--- config.mk ---
export PLATFORM = sky130hd
export DESIGN_NAME = gpmc_master
export DESIGN_NICKNAME = d
export VERILOG_FILES = /design/src/rtl/gpmc_master.sv
export SDC_FILE = /design/constraint.sdc
export NUM_CORES = 1
export LEC_CHECK = 0
export CAP_MARGIN = 20
export CORE_MARGIN = 10
export CORE_UTILIZATION = 48
export CTS_BUF_LIST = sky130_fd_sc_hd__clkbuf_16
export CTS_CLUSTER_SIZE = 24
export DETAILED_ROUTE_END_ITERATION = 8
export MAX_ROUTING_LAYER = met4
export PLACE_DENSITY = 0.94
export SLEW_MARGIN = 10
export SYNTH_ARGS = -nofsm -noshare
export SYNTH_HDL_FRONTEND = slang
export SYNTH_SLANG_ARGS = --single-unit
--- constraint.sdc ---
create_clock -name clk -period 5 [get_ports clk]
set_clock_uncertainty 0.15 [all_clocks]
set_input_delay 0.75 -clock clk [delete_from_list [all_inputs] [get_ports clk]]
set_output_delay 0.75 -clock clk [all_outputs]
set_load 0.05 [all_outputs]
--- src/rtl/gpmc_master.sv ---
// GPMC-style muxed address/data bus master: one transaction at a time, split into
// address, data and recovery phases, each a fixed number of clk cycles.
module gpmc_master #(
  parameter int ADDR_WIDTH = 4,
  parameter int DATA_WIDTH = 16,
  parameter int ADDR_CYC   = 2,
  parameter int DATA_CYC   = 4,
  parameter int RECOV_CYC  = 2
) (
  input  logic                  clk,
  input  logic                  rst,
  input  logic                  req_valid,
  output logic                  req_ready,
  input  logic                  req_write,
  input  logic [ADDR_WIDTH-1:0] req_addr,
  input  logic [DATA_WIDTH-1:0] req_wdata,
  output logic                  rsp_valid,
  output logic [DATA_WIDTH-1:0] rsp_rdata,
  output logic [DATA_WIDTH-1:0] gpmc_ad_out,
  output logic                  gpmc_ad_oe,
  input  logic [DATA_WIDTH-1:0] gpmc_ad_in,
  output logic                  gpmc_advn,
  output logic                  gpmc_csn1,
  output logic                  gpmc_wein,
  output logic                  gpmc_oen,
  output logic                  gpmc_clk
);

  localparam int MAX_AD = (ADDR_CYC > DATA_CYC) ? ADDR_CYC : DATA_CYC;
  localparam int MAXC   = (MAX_AD > RECOV_CYC) ? MAX_AD : RECOV_CYC;
  localparam int CW     = $clog2(MAXC + 1);

  localparam logic [1:0] S_IDLE  = 2'd0;
  localparam logic [1:0] S_ADDR  = 2'd1;
  localparam logic [1:0] S_DATA  = 2'd2;
  localparam logic [1:0] S_RECOV = 2'd3;

  typedef struct packed {
    logic                  wr;
    logic [ADDR_WIDTH-1:0] addr;
    logic [DATA_WIDTH-1:0] wdata;
  } req_t;

  logic [1:0]            state, state_n;
  logic [CW-1:0]         cnt, cnt_n;
  req_t                  req_q, req_n;
  logic                  accept;
  logic                  ready_n, rsp_n, oe_n, advn_n, csn_n, wein_n, oen_n, gclk_n;
  logic [DATA_WIDTH-1:0] rdata_n, ad_n;

  assign accept = req_valid && req_ready;

  // Next-state and phase counter
  always_comb begin
    state_n = state;
    cnt_n   = cnt;
    req_n   = req_q;
    case (state)
      S_IDLE: if (accept) begin
        state_n = S_ADDR;
        cnt_n   = CW'(ADDR_CYC - 1);
        req_n   = '{wr: req_write, addr: req_addr, wdata: req_wdata};
      end
      S_ADDR: if (cnt == '0) begin
        state_n = S_DATA;
        cnt_n   = CW'(DATA_CYC - 1);
      end else cnt_n = cnt - CW'(1);
      S_DATA: if (cnt == '0) begin
        state_n = S_RECOV;
        cnt_n   = CW'(RECOV_CYC - 1);
      end else cnt_n = cnt - CW'(1);
      S_RECOV: if (cnt == '0) begin
        state_n = S_IDLE;
        cnt_n   = '0;
      end else cnt_n = cnt - CW'(1);
      default: begin
        state_n = S_IDLE;
        cnt_n   = '0;
      end
    endcase
  end

  // Outputs are decoded from the next state so every pin comes straight off a flop;
  // oe and oen change on the same edge, so the bus is never driven against the device.
  always_comb begin
    ready_n = (state_n == S_IDLE);
    csn_n   = 1'b1;
    advn_n  = 1'b1;
    wein_n  = 1'b1;
    oen_n   = 1'b1;
    oe_n    = 1'b0;
    ad_n    = '0;
    gclk_n  = 1'b0;
    case (state_n)
      S_ADDR: begin
        csn_n  = 1'b0;
        advn_n = 1'b0;
        oe_n   = 1'b1;
        ad_n   = DATA_WIDTH'(req_n.addr);
        gclk_n = (state == S_IDLE) ? 1'b0 : ~gpmc_clk;
      end
      S_DATA: begin
        csn_n  = 1'b0;
        gclk_n = ~gpmc_clk;
        if (req_n.wr) begin
          wein_n = 1'b0;
          oe_n   = 1'b1;
          ad_n   = req_n.wdata;
        end else begin
          oen_n  = 1'b0;
        end
      end
      default: ;
    endcase
    rsp_n   = (state == S_DATA) && (state_n == S_RECOV);
    rdata_n = rsp_rdata;
    if (rsp_n) rdata_n = req_q.wr ? '0 : gpmc_ad_in;
  end

  always_ff @(posedge clk) begin
    if (rst) begin
      state       <= S_IDLE;
      cnt         <= '0;
      req_q       <= '0;
      req_ready   <= 1'b1;
      rsp_valid   <= 1'b0;
      rsp_rdata   <= '0;
      gpmc_ad_out <= '0;
      gpmc_ad_oe  <= 1'b0;
      gpmc_advn   <= 1'b1;
      gpmc_csn1   <= 1'b1;
      gpmc_wein   <= 1'b1;
      gpmc_oen    <= 1'b1;
      gpmc_clk    <= 1'b0;
    end else begin
      state       <= state_n;
      cnt         <= cnt_n;
      req_q       <= req_n;
      req_ready   <= ready_n;
      rsp_valid   <= rsp_n;
      rsp_rdata   <= rdata_n;
      gpmc_ad_out <= ad_n;
      gpmc_ad_oe  <= oe_n;
      gpmc_advn   <= advn_n;
      gpmc_csn1   <= csn_n;
      gpmc_wein   <= wein_n;
      gpmc_oen    <= oen_n;
      gpmc_clk    <= gclk_n;
    end
  end

endmodule

# --- After elaboration in Yosys (flattened, before gate mapping) ---
# Index checks and enable logic that the tools add are counted.
op_classes:
  add_sub_neg: 1
  n_eq_ne: 7
  muxes: 22
  bitwise_logic: 2
  reduce_logical: 7
op_table:
  columns: ["cell", "n"]
  rows:
  - ["two-way mux 21 bit", 2]
  - ["two-way mux 16 bit", 2]
  - ["case mux 16 bit (2 select lines)", 1]
  - ["two-way mux 3 bit", 4]
  - ["case mux 3 bit (4 select lines)", 1]
  - ["== test 2 bit (second input constant)", 4]
  - ["two-way mux 2 bit", 4]
  - ["case mux 2 bit (4 select lines)", 1]
  - ["two-way mux 1 bit", 5]
  - ["== test 2 x 1 -> 1 bit (second input constant)", 2]
  - ["logical NOT 2 bit", 2]
  - ["case mux 1 bit (2 select lines)", 2]
  - ["OR reduction 2 bit", 2]
  - ["logical NOT 3 bit", 1]
  - ["subtractor 3 x 1 -> 3 bit (second input constant)", 1]
  - ["logical AND 1 bit", 2]
  - ["!= test 2 bit (second input constant)", 1]
  - ["inverter 1 bit", 2]
totals:
  register_bits: 66
  in_bits: 40
  output_inout_bits: 40
  wordCells: 54

# --- Logic depth before layout (Yosys ltp) ---
depth:
  ltp_word: 6
  depth_mapped: 7
  ltp_nobuf: 4

# --- Worst setup path after synthesis ---
# OpenSTA, ideal clock, no wires.
synth_timing:
  path_kind: "input to register"
  startpoint: "input rst"
  endpoint: "register cnt[0]"
  setup_ps: 128
  arrival_time_ps: 1567
  t_required_ps: 4722
  slack_ps: 3156
  cell_stages: 4
  n_path_buf: 3
  cell_sequence: "buf_2 -> buf_1 -> buf_1 -> nor2_1"
synth_rtl:
  columns: ["item", "line", "source"]
  rows:
  - ["from (decl)", "11", "input logic rst,"]
  - ["to (signal assigned)", "137", "cnt <= cnt_n;"]
  - ["to (decl)", "45", "logic [CW-1:0] cnt, cnt_n;"]
# No word-level cell between the ends.

# --- Worst setup path after layout ---
layout_timing:
  startpoint: "input req_valid"
  endpoint: "register gpmc_clk"
layout_between:
  elab_chain_len: 5
  word_cells_on_any_way: 6
  cone_classes: "eq/ne: 2; mux: 3; reduce/logical: 1"
layout_lines:
  columns: ["item", "line", "source"]
  rows:
  - ["from (decl)", "12", "input logic req_valid,"]
  - ["logical AND 1 bit (*)", "51", "assign accept = req_valid && req_ready;"]
  - ["two-way mux 2 bit (*)", "59", "S_IDLE: if (accept) begin"]
  - ["case mux 2 bit (4 select lines) (*)", "58", "case (state)"]
  - ["== test 2 bit or == test 2 x 1 -> 1 bit (tied branches)", "94", "case (state_n)"]
  - ["case mux 1 bit (2 select lines) (*)", "94", null]
  - ["to (signal assigned)", "148", "gpmc_clk <= gclk_n;"]
  - ["to (decl)", "26", "output logic gpmc_clk"]
# Mark *: on every way between the ends. The rest lies on a longest branch, timed or not.
# A chain may end at the register's enable or synchronous reset.

==> impl_metrics.env <==
export IMPL_dr_pass1_iters=4
export IMPL_clk_pin_slew_ns=0.05
export IMPL_path_class="input pin to flip-flop"
export IMPL_cts_tree="done"
export IMPL_ys_ff_latch=66
export IMPL_cts_sinks=66
export IMPL_ios=80
export IMPL_period_share_pct=54.0
export IMPL_cp_start_kind="input pin"
export IMPL_synth_edf_count=0
export IMPL_maxCapViolations=0
export IMPL_fillerInstances=333
export IMPL_worst_pin_slew_ns=0.996
export IMPL_syn_num_nets=279
export IMPL_rsz0062_at_grt="false"
export IMPL_multiInputGateArea_um2=900
export IMPL_powerDensity_nw_per_um2=527
export IMPL_muxShareOfSynthArea_pct=2.67
export IMPL_grt_overflow=0
export IMPL_cp_endpoint="gpmc_clk"
export IMPL_drc=0
export IMPL_cts_buffers=9
export IMPL_cts_resized=0
export IMPL_hpwlAfterDp_mm=4.28
export IMPL_synthDistinctLibCells=40
export IMPL_synthXorXnorAreaFrac_pct=0.374
export IMPL_drive_gt1_share_pct=6.92
export IMPL_synthAdderAreaFrac_pct=0
export IMPL_min_period_ns=2.70
export IMPL_synth_compound_area_share_pct=15.2
export IMPL_r2r_start="state[0]"
export IMPL_portBuffers=79
export IMPL_async_reset_ff_share_pct=0
export IMPL_grt_max_degree=38
export IMPL_r2r_end="gpmc_clk"
export IMPL_crit_arrival_ns=2.80
export IMPL_ys_seq_area_share_pct=56.4
export IMPL_end_kind="flip-flop"
export IMPL_hp_class="flip-flop to flip-flop"
export IMPL_vias=1946
export IMPL_p_leak_nw=1.27
export IMPL_outcome="finished, final reports clean"
export IMPL_synthFlopType="dfxtp_1"
export IMPL_die_h_um=89.9
export IMPL_yosys_cell_count_top_type="dfxtp_1"
export IMPL_track_usage_pct=15.9
export IMPL_post_cts_buffers=0
export IMPL_path_max_fanout=25
export IMPL_start_util_pct=49.6
export IMPL_holdBufCountCts=0
export IMPL_core_area_um2=4720
export IMPL_slew_violations=0
export IMPL_routedWlPerCell_um=16.3
export IMPL_synth_simple_area_share_pct=20.1
export IMPL_routed_wl_mm=6.26
export IMPL_tns_ns=0
export IMPL_synth_largest_area_cell="dfxtp_1"
export IMPL_setup_viol=0
export IMPL_regArea_um2=1320
export IMPL_antenna_cells=0
export IMPL_synthTopCellsByArea="dfxtp_1 56%, nand2_1 6.4%, a21oi_1 5.1%"
export IMPL_hold_ws_ns=0.303
export IMPL_htree_num_levels=3
export IMPL_startpoint="req_valid"
export IMPL_clockBufferDepth=2
export IMPL_synth_top_area_share_pct=56.4
export IMPL_die_x_um=89.9
export IMPL_nets=354
export IMPL_dieArea_um2=8080
export IMPL_peakVddDrop_mv=0.458
export IMPL_fmax_ghz=0.370
export IMPL_grt_first_pass_wirelength_mm=10.1
export IMPL_synth_top_family_by_area="simple AND/OR/NAND/NOR gates"
export IMPL_viasPerCell=5.05
export IMPL_drtIter0Drc=107
export IMPL_worst_skew_pair_late_latency_ns=0.32
export IMPL_synthToLayoutAreaGrowth_pct=45.1
export IMPL_yosysWarnings=0
export IMPL_synth_common_cells="66 x dfxtp_1, 40 x nand2_1, 24 x a21oi_1, 13 x a22o_1, 11 x and2_1"
export IMPL_antenna_found_initial=0
export IMPL_worstRegToRegCells=4
export IMPL_rrSetupSlack_ns=2.58
export IMPL_synthesis_area_um2=2340
export IMPL_num_rows=25
export IMPL_clockRootBuffer="clkbuf_16"
export IMPL_hold_depth=2
export IMPL_required_ns=5.10
export IMPL_synth_avg_cell_area_um2=9.81
export IMPL_ant_nets=0
export IMPL_grt_pass1_vias=1968
export IMPL_place_gp_congestion=0.800
export IMPL_syn_inst=239
export IMPL_slew_headroom_pct=33.6
export IMPL_final_hold_viol_count=0
critical path, stage by stage:
cell	delay, ns
clkdlybuf4s50_1	0.47
and4bb_1	0.87
o21ai_1	0.20
a21oi_2	0.31
nor3b_1	0.20
per-stage QoR:
step	std cells	util, %	total power, mW	instance area, µm²	worst slack, ns
2_1_floorplan	239	-	1.08	2340	3.16
3_3_place_gp	370	66.2	1.20	3130	2.01
3_5_place_dp	370	66.2	1.22	3130	1.94
4_1_cts	385	72.0	1.81	3400	2.29
5_1_grt	385	72.0	1.88	3400	2.08
6_report	385	72.0	1.79	3400	2.30
flip-flops by register name, indices dropped and copies added, names as in the netlist, 2 cells and up:
name and cells:
req_q 21, gpmc_ad_out 16, rsp_rdata 16, cnt 3
state 2
where the power goes:
group,internal [mW],switching [mW],total (mW)
combinational,0.200,0.340,0.540
sequential,0.610,0.0636,0.673
clock,0.375,0.205,0.580
total,1.18,0.608,1.79
area by class of cell:
cell class                 instances  share of cell area [%]
clock buffer                       9                    6.62
inverter                           6                   0.662
clock inverter                     6                    1.51
multi-input combinational        151                    26.4
timing repair buffer              80                    23.5
tap                               67                    2.46
sequential                        66                    38.8
metal layers:
layer / GRT usage (%) / part of all wire [%] / up-vias
li1: - / - / 955
met1: 17.5 / 42 / 903
met2: 26.1 / 50 / 74
met3: 5.40 / 6.1 / 14
met4: 6.37 / 2.0 / 0
met5: - / 0 / -
worst min path at each step:
stage | start | to | slack (ns)
6_report | req_q[19] | req_q[19] | 0.30
5_1_grt | req_q[17] | req_q[17] | 0.32
2_1_floorplan | req_q[4] | req_q[4] | 0.28
4_1_cts | gpmc_clk | gpmc_clk | 0.30
3_3_place_gp | gpmc_clk | gpmc_clk | 0.28
3_5_place_dp | gpmc_clk | gpmc_clk | 0.28
layout by cell type (no fill, tap or decap), drive strengths merged:
master	Yosys	layout
clkdlybuf4s50	0	79
dfxtp	66	66
nand2	40	40
a21oi	25	25
a22o	13	13
and2	13	13
nor2	11	11
clkbuf	4	9
inv	6	8
o21ai	7	7
nor2b	5	5
nand3b	5	5
mux2i	5	5
o21a	4	4
nand2b	3	3
nand3	3	3
nor3	3	3
clkinv	0	3
and4bb	1	1
nand4bb	1	1
or3	1	1
a21o	1	1
a31oi	1	1
o221ai	1	1
a211o	1	1
and3	1	1
nor3b	1	1
o21ba	1	1
nor4b	1	1
o211ai	1	1
or4	1	1
xnor2	1	1
bufinv	0	1
buf	12	1
logic make-up after synthesis:
kind of cell    Yosys count
mux                       5
flops                    66
xor+xnor                  1
buf+inv                  22
simple gates             90
compound gates           55
No activity file was read; power rests on OpenSTA's default activity.
